**src/rtl/sevenseg_scan_to_bcd_reader.sv**
```systemverilog
// Recovers BCD digits + dp from a snooped multiplexed 7-segment bus.
// Define SYNC_INPUTS_EN to add a 2-flop synchroniser on all inputs.
module sevenseg_scan_to_bcd_reader #(
   parameter int DIGITS        = 4,
   parameter int STABLE_CYCLES = 3
) (
   input  logic                  clk,
   input  logic                  rst,
   input  logic [7:0]            seg_in,
   input  logic [DIGITS-1:0]     dig_sel,
   input  logic                  ca_mode,
   output logic [4*DIGITS-1:0]   bcd_out,
   output logic [DIGITS-1:0]     dp_out,
   output logic [DIGITS-1:0]     digit_valid,
   output logic [DIGITS-1:0]     err_out,
   output logic                  frame_valid
);

   localparam int CW = $clog2(STABLE_CYCLES + 1);
   localparam logic [CW-1:0] CMAX = CW'(STABLE_CYCLES);
   localparam logic [CW-1:0] ONE  = CW'(1);

   typedef enum logic [1:0] {IDLE, TRACK, HOLD} state_t;

   logic [7:0]        seg_s;
   logic [DIGITS-1:0] sel_s;
   logic              ca_s;

`ifdef SYNC_INPUTS_EN
   logic [7:0]        seg_m;
   logic [DIGITS-1:0] sel_m;
   logic              ca_m;

   always_ff @(posedge clk or posedge rst) begin
      if (rst) begin
         seg_m <= '0;
         sel_m <= '0;
         ca_m  <= 1'b0;
         seg_s <= '0;
         sel_s <= '0;
         ca_s  <= 1'b0;
      end else begin
         seg_m <= seg_in;
         sel_m <= dig_sel;
         ca_m  <= ca_mode;
         seg_s <= seg_m;
         sel_s <= sel_m;
         ca_s  <= ca_m;
      end
   end
`else
   assign seg_s = seg_in;
   assign sel_s = dig_sel;
   assign ca_s  = ca_mode;
`endif

   // {err, bcd}; dp bit is not part of the glyph
   function automatic logic [4:0] decode(input logic [6:0] s);
      case (s)
         7'h7E:   decode = 5'h00;
         7'h30:   decode = 5'h01;
         7'h6D:   decode = 5'h02;
         7'h79:   decode = 5'h03;
         7'h33:   decode = 5'h04;
         7'h5B:   decode = 5'h05;
         7'h5F:   decode = 5'h06;
         7'h70:   decode = 5'h07;
         7'h7F:   decode = 5'h08;
         7'h7B:   decode = 5'h09;
         default: decode = 5'h1F;
      endcase
   endfunction

   state_t            state, state_n;
   logic [CW-1:0]     cnt, cnt_n;
   logic [DIGITS-1:0] sel_q, sel_n;
   logic [7:0]        pat_q, pat_n;
   logic [7:0]        pat;
   logic [4:0]        dec;
   logic              latch;
   logic              oh;
   logic [DIGITS-1:0] seen, seen_n;
   logic              full;

   assign pat = ca_s ? ~seg_s : seg_s;
   assign dec = decode(pat[7:1]);
   assign oh  = $onehot(sel_s);

   always_comb begin
      state_n = state;
      cnt_n   = cnt;
      sel_n   = sel_q;
      pat_n   = pat_q;
      latch   = 1'b0;
      case (state)
         IDLE: begin
            if (oh) begin
               sel_n   = sel_s;
               pat_n   = pat;
               cnt_n   = ONE;
               state_n = TRACK;
            end
         end
         TRACK, HOLD: begin
            if (!oh) begin
               cnt_n   = '0;
               state_n = IDLE;
            end else if (sel_s != sel_q || pat != pat_q) begin
               sel_n   = sel_s;
               pat_n   = pat;
               cnt_n   = ONE;
               state_n = TRACK;
            end else if (state == TRACK) begin
               cnt_n = (cnt == CMAX) ? CMAX : cnt + ONE;
            end
         end
         default: begin
            cnt_n   = '0;
            state_n = IDLE;
         end
      endcase
      // any entry into TRACK that reaches the threshold latches now
      if (state_n == TRACK && cnt_n == CMAX) begin
         latch   = 1'b1;
         state_n = HOLD;
      end
   end

   assign seen_n = seen | (latch ? sel_n : '0);
   assign full   = &seen_n;

   always_ff @(posedge clk or posedge rst) begin
      if (rst) begin
         state <= IDLE;
         cnt   <= '0;
         sel_q <= '0;
         pat_q <= '0;
      end else begin
         state <= state_n;
         cnt   <= cnt_n;
         sel_q <= sel_n;
         pat_q <= pat_n;
      end
   end

   always_ff @(posedge clk or posedge rst) begin
      if (rst) begin
         bcd_out     <= '0;
         dp_out      <= '0;
         digit_valid <= '0;
         err_out     <= '0;
         seen        <= '0;
         frame_valid <= 1'b0;
      end else begin
         for (int i = 0; i < DIGITS; i++) begin
            if (latch && sel_n[i]) begin
               bcd_out[4*i +: 4] <= dec[3:0];
               dp_out[i]         <= pat[0];
               err_out[i]        <= dec[4];
               digit_valid[i]    <= 1'b1;
            end
         end
         frame_valid <= full;
         seen        <= full ? '0 : seen_n;
      end
   end

endmodule

```
**config.mk**
```make
export PLATFORM = sky130hd
export DESIGN_NAME = sevenseg_scan_to_bcd_reader
export DESIGN_NICKNAME = d
export VERILOG_FILES = /design/src/rtl/sevenseg_scan_to_bcd_reader.sv
export SDC_FILE = /design/constraint.sdc
export NUM_CORES = 1
export LEC_CHECK = 0
export ABC_AREA = 0
export ABC_CLOCK_PERIOD_IN_PS = 7100
export CELL_PAD_IN_SITES_DETAIL_PLACEMENT = 2
export CELL_PAD_IN_SITES_GLOBAL_PLACEMENT = 2
export CORE_UTILIZATION = 38
export DETAILED_ROUTE_END_ITERATION = 10
export PLACE_DENSITY_LB_ADDON = 0.05
export SKIP_CTS_REPAIR_TIMING = 1
export SLEW_MARGIN = 20
export SYNTH_ARGS = -nofsm -noshare
export SYNTH_HDL_FRONTEND = slang
export SYNTH_SLANG_ARGS = --single-unit
```
**constraint.sdc**
```tcl
create_clock -name clk -period 7.1 [get_ports clk]
set_input_delay 1.065 -clock clk [delete_from_list [all_inputs] [get_ports clk]]
set_output_delay 1.065 -clock clk [all_outputs]
set_load 0.03 [all_outputs]
```
**Word level (Yosys, flattened, before mapping)**

Cells that the tools add are included.

- Bitwise operators: 2
- $add $sub $neg: 4
- Reduce and logical (&&, ||, !) cells: 11
- Equal/unequal tests: 21
- Multiplexer cells: 24

Operators by type and width:

| kind | number |
|---|---|
| $eq 7x7->1 const B | 8 |
| $pmux 5 s10 | 1 |
| $mux 8 | 4 |
| $mux 4 | 5 |
| $mux 2 | 9 |
| $pmux 8 s2 | 1 |
| $eq 7x6->1 const B | 2 |
| $ne 8x8->1 | 1 |
| $not 8->8 | 1 |
| $pmux 2 s2 | 2 |
| $pmux 4 s2 | 1 |
| $reduce_and 4->1 | 2 |
| $eq 2x2->1 const B | 3 |
| $ne 2x2->1 const B | 3 |
| $logic_and 1x1->1 | 5 |
| $add 1x1->2 | 2 |
| $eq 2x1->1 const B | 2 |
| $ne 4x4->1 | 1 |
| $or 4x4->4 | 1 |
| $add 2x2->3 | 1 |
| $eq 3x1->1 const B | 1 |
| $add 2x1->2 const B | 1 |
| $logic_not 2->1 | 1 |
| $reduce_bool 2->1 | 1 |
| other kinds (3) | 3 |

- Word-level logic and storage cells: 84
- Input port bits: 15
- Register bits after elaboration: 49
- Output and inout port bits: 29

**Longest topological paths before layout**

- Depth in word-level cells: 14
- Depth in mapped cells: 15

**Worst setup path after synthesis**

Ideal clock, no wire load.

- Path kind: input-to-reg
- Start point: in dig_sel[0]
- End point: reg bcd_out[10]
- Path slack: 2.909 ns
- Buffers on the path: 3
- Setup time: 0.125 ns
- Stages: 15
- Arrival: 4.066 ns
- Required time: 6.975 ns
- Path through: inv_1 > fa_1 > inv_1 > ha_1 > ha_1 > or3b_1 > clkbuf_1 > o21ai_0 > nand3b_1 > o31ai_2 > o2111a_1 > buf_6 > and3_4 > buf_6 > mux2_4

- Word-level cells in the longest chain between the ends: 9
- Elaborated cells on any way between the ends: 22
- Those cells by class: add/sub (2); eq/ne (4); mux (13); reduce/logical (3)

RTL lines:

| what | RTL line | RTL |
|---|---|---|
| from (decl) | 10 | `input logic [DIGITS-1:0] dig_sel,` |
| $add 1x1->2 (implied by the code) / $ne 4x4->1 (equally long branches) | 87, 108 |  |
| $add 2x2->3 (implied by the code) / $logic_or 1x1->1 (equally long branches) | 87, 108 |  |
| $eq 3x1->1 / $mux 2 (equally long branches) | 87, 108 |  |
| $mux 2 (on tied branches) | 105, 97 |  |
| $pmux 2 s2 * | 95 | `case (state)` |
| via cnt_n[1] | 75 | `logic [CW-1:0] cnt, cnt_n;` |
| $eq 2x2->1 * | 123 | `if (state_n == TRACK && cnt_n == CMAX) begin` |
| $logic_and 1x1->1 * | 123 |  |
| $mux 1 * | 123 |  |
| $logic_and 1x1->1 * | 156 | `if (latch && sel_n[i]) begin` |
| to (signal, indexed assignment) | 157 | `bcd_out[4*i +: 4] <= dec[3:0];` |
| to (decl) | 12 | `output logic [4*DIGITS-1:0] bcd_out,` |

Mark *: on every way through the listed nets, which the timed path passes. The rest lies on a longest branch.
A chain may end at the register's enable or synchronous reset.

**Worst setup path after layout**

- Start point: in dig_sel[0]
- End point: reg bcd_out[12]

Same word-level chain as after synthesis.

==> impl_metrics.env <==
export IMPL_grt_pass1_vias=2507
export IMPL_path_cells="clkdlybuf4s50_1 -> inv_1 -> fa_1 -> inv_1 -> ha_1 -> ha_1 -> or3b_1 -> o21ai_0 -> nand3b_1 -> o31ai_2 -> o2111a_1 -> and3_1 -> mux2_4"
export IMPL_power_frac_comb=0.344
export IMPL_clock_power_share=0.246
export IMPL_hold_depth=1
export IMPL_worstPathRequired_ns=7.30
export IMPL_post_route_drc_count=0
export IMPL_peakVddDrop_mv=0.105
export IMPL_hold_class="flop to flop"
export IMPL_drt_total_wl_mm=7.90
export IMPL_rows=31
export IMPL_antenna_cells=0
export IMPL_grt_ovfl_total=0
export IMPL_first_pass_iters=4
export IMPL_leakage_uw=0.00154
export IMPL_timing_final_max_slew_violations=0
export IMPL_clock_latency_ns=0.30
export IMPL_syn_inst=274
export IMPL_synth_edf_count=0
export IMPL_holdWs_ns=0.475
export IMPL_pwr_share_seq=0.409
export IMPL_grt_total_usage=0.204
export IMPL_power_density_nw_per_um2=241
export IMPL_ys_seq_area_frac=0.411
export IMPL_netlist_area_um2=2980
export IMPL_wl_per_cell_um=19.6
export IMPL_swShare=0.351
export IMPL_coreArea_um2=7410
export IMPL_syn_avg_cell_area_um2=10.9
export IMPL_crit_type="primary input to flop"
export IMPL_setup_violations=0
export IMPL_viasPerCell=5.56
export IMPL_antenna_found_initial=0
export IMPL_maxCapViolations=0
export IMPL_slew_headroom=0.283
export IMPL_clock_skew_ns=0.00697
export IMPL_critPathMaxStageDelay_ns=0.54
export IMPL_grt_max_degree=50
export IMPL_clk_pin_slew_ns=0.09
export IMPL_synth_seq_cells=49
export IMPL_final_hold_viol_count=0
export IMPL_cts_tree="done"
export IMPL_critPathLaunchType="primary input"
export IMPL_area_delta_synth_final_pct=18.8
export IMPL_cp_slowest_cell="clkdlybuf4s50_1"
export IMPL_p_int_uw=554
export IMPL_worstMarginPinSlew_ns=1.07
export IMPL_status="finished, final reports clean"
export IMPL_r2r_start="state[1]"
export IMPL_p_sw_uw=300
export IMPL_grt_pass1_wl_mm=13.2
export IMPL_cp_end_kind="flop"
export IMPL_cp_max_fo=13
export IMPL_htreeDepth=2
export IMPL_finalCritPeriodShare=0.701
export IMPL_fp_dieW_um=90.6
export IMPL_r2r_slack_ns=4.04
export IMPL_rsz0062_at_grt="no"
export IMPL_worstRegToRegCells=8
export IMPL_drt_initial_drc_count=77
export IMPL_clock_path_buffers=2
export IMPL_arrival_ns=5.17
export IMPL_cts_buffers=5
export IMPL_setup_tns_ns=0
export IMPL_start_util=0.402
export IMPL_synth_warnings=0
export IMPL_synthArstFlopShare=1.00
export IMPL_ios=44
export IMPL_port_buffers=43
export IMPL_timing_rr_end="bcd_out[12]"
export IMPL_ys_flop_type="dfrtp_1"
export IMPL_dieHeight_um=90.6
export IMPL_yosys_cell_types_count=61
export IMPL_hold_start="digit_valid[2]"
export IMPL_gp_congestion=0.746
export IMPL_final_cell_mix="dfrtp_1, clkdlybuf4s50_1, mux2_2"
export IMPL_drive_gt1_frac=0.190
export IMPL_die_area_um2=8200
export IMPL_dp_hpwl_mm=5.63
export IMPL_whs_endpoint="digit_valid[2]"
export IMPL_num_vias=2248
export IMPL_postRouteAntennaNets=0
export IMPL_final_nets=325
export IMPL_syn_num_nets=295
export IMPL_mostFrequentLayoutCell="dfrtp_1"
export IMPL_clock_fmax_mhz=201
export IMPL_fill_cells=768
export IMPL_cts_sinks=49
export IMPL_post_route_min_period_ns=4.97
export IMPL_cts_root_buf="clkbuf_8"
## power by group through the flow
stage / clock network, uW / registers, uW / logic [uW]
floorplan: 0 / 346 / 226
global placement: 0 / 352 / 283
detailed placement: 0 / 356 / 293
CTS: 218 / 350 / 298
global route: 225 / 355 / 329
finish: 210 / 350 / 294
## kinds of logic after synthesis
family | count (synthesis) | share of synthesized area
flops | 49 | 0.411
buf+inv | 30 | 0.0508
fa+ha+maj | 6 | 0.0277
xor+xnor | 19 | 0.0659
compound gates | 67 | 0.169
mux | 28 | 0.120
simple gates | 75 | 0.155
## stage by stage
stage               setup slack [ns]  power [uW]  cells   util  area [um2]
floorplan                       2.91         572    274      -        2980
global placement                1.90         635    396  0.462        3420
detailed placement              1.79         648    396  0.462        3420
CTS                             2.11         866    404  0.478        3540
global route                    1.89         910    404  0.478        3540
finish                          2.13         854    404  0.478        3540
## worst max-delay path, delay by kind of cell
family                   cells  cell delay, ns
AND/OR/NAND/NOR              3            1.14
adder cells (fa/ha/maj)      3            1.00
AO/OA/AOI/OAI                3            0.94
buffers and inverters        3            0.67
multiplexers                 1            0.34
## sequential cells by signal (all words and copies together) (netlist names)
name / count
bcd_out: 16
cnt: 2
digit_valid: 4
dp_out: 4
err_out: 4
frame_valid: 1
pat_q: 8
seen: 4
sel_q: 4
state: 2
## per-layer routing
layer,vias up,wire length (um),track usage
met5,-,0,0
met4,0,90,0.0605
met3,7,407,0.0463
met2,45,3640,0.327
met1,1142,3760,0.273
li1,1054,-,-
## synth_stat cells, types with 2 or more instances
cell type | instances | area [um2]
a211o_1 | 2 | 17.5
a21oi_1 | 12 | 60.1
a221oi_1 | 2 | 17.5
a22o_1 | 4 | 35.0
a22oi_1 | 3 | 22.5
a2bb2oi_1 | 2 | 17.5
a311o_1 | 2 | 20.0
a31o_2 | 4 | 35.0
a31oi_1 | 9 | 56.3
and2_1 | 2 | 12.5
and3_1 | 4 | 25.0
buf_2 | 7 | 35.0
buf_6 | 4 | 45.0
clkbuf_1 | 8 | 30.0
dfrtp_1 | 49 | 1230
ha_1 | 5 | 62.6
inv_1 | 10 | 37.5
mux2_2 | 15 | 169
mux2_4 | 12 | 180
nand2_1 | 14 | 52.6
nand2b_1 | 8 | 50.1
nand3_1 | 2 | 10.0
nand3b_1 | 4 | 30.0
nand4b_1 | 2 | 17.5
nor2_1 | 12 | 45.0
nor3_1 | 4 | 20.0
nor3b_1 | 2 | 15.0
nor4_2 | 2 | 25.0
o211a_1 | 3 | 30.0
o21a_1 | 3 | 22.5
o21ai_0 | 6 | 30.0
o22ai_1 | 5 | 31.3
or2_2 | 4 | 25.0
or3b_2 | 4 | 35.0
xnor2_1 | 6 | 52.6
xor2_1 | 11 | 96.3
xor3_1 | 2 | 47.6
## worst max path at each step
stage	slack, ns	cells past startpoint	end	startpoint
floorplan	2.91	15	bcd_out[10]	dig_sel[0]
global placement	1.90	13	bcd_out[12]	dig_sel[0]
detailed placement	1.79	13	bcd_out[12]	dig_sel[0]
CTS	2.11	13	bcd_out[12]	dig_sel[0]
global route	1.89	13	bcd_out[12]	dig_sel[0]
finish	2.13	13	bcd_out[12]	dig_sel[0]
## area by class of cell
class                           count  area (um2)  share of cell area
Timing Repair Buffer               43         430               0.121
Tap cell                           99         124              0.0350
Inverter                           10        38.8              0.0109
Sequential cell                    49        1230               0.346
Clock buffer                        7        86.3              0.0244
Multi-Input combinational cell    195        1610               0.454
Clock inverter                      1        30.0             0.00847
Note: power is estimated with default switching activity, not from simulation.
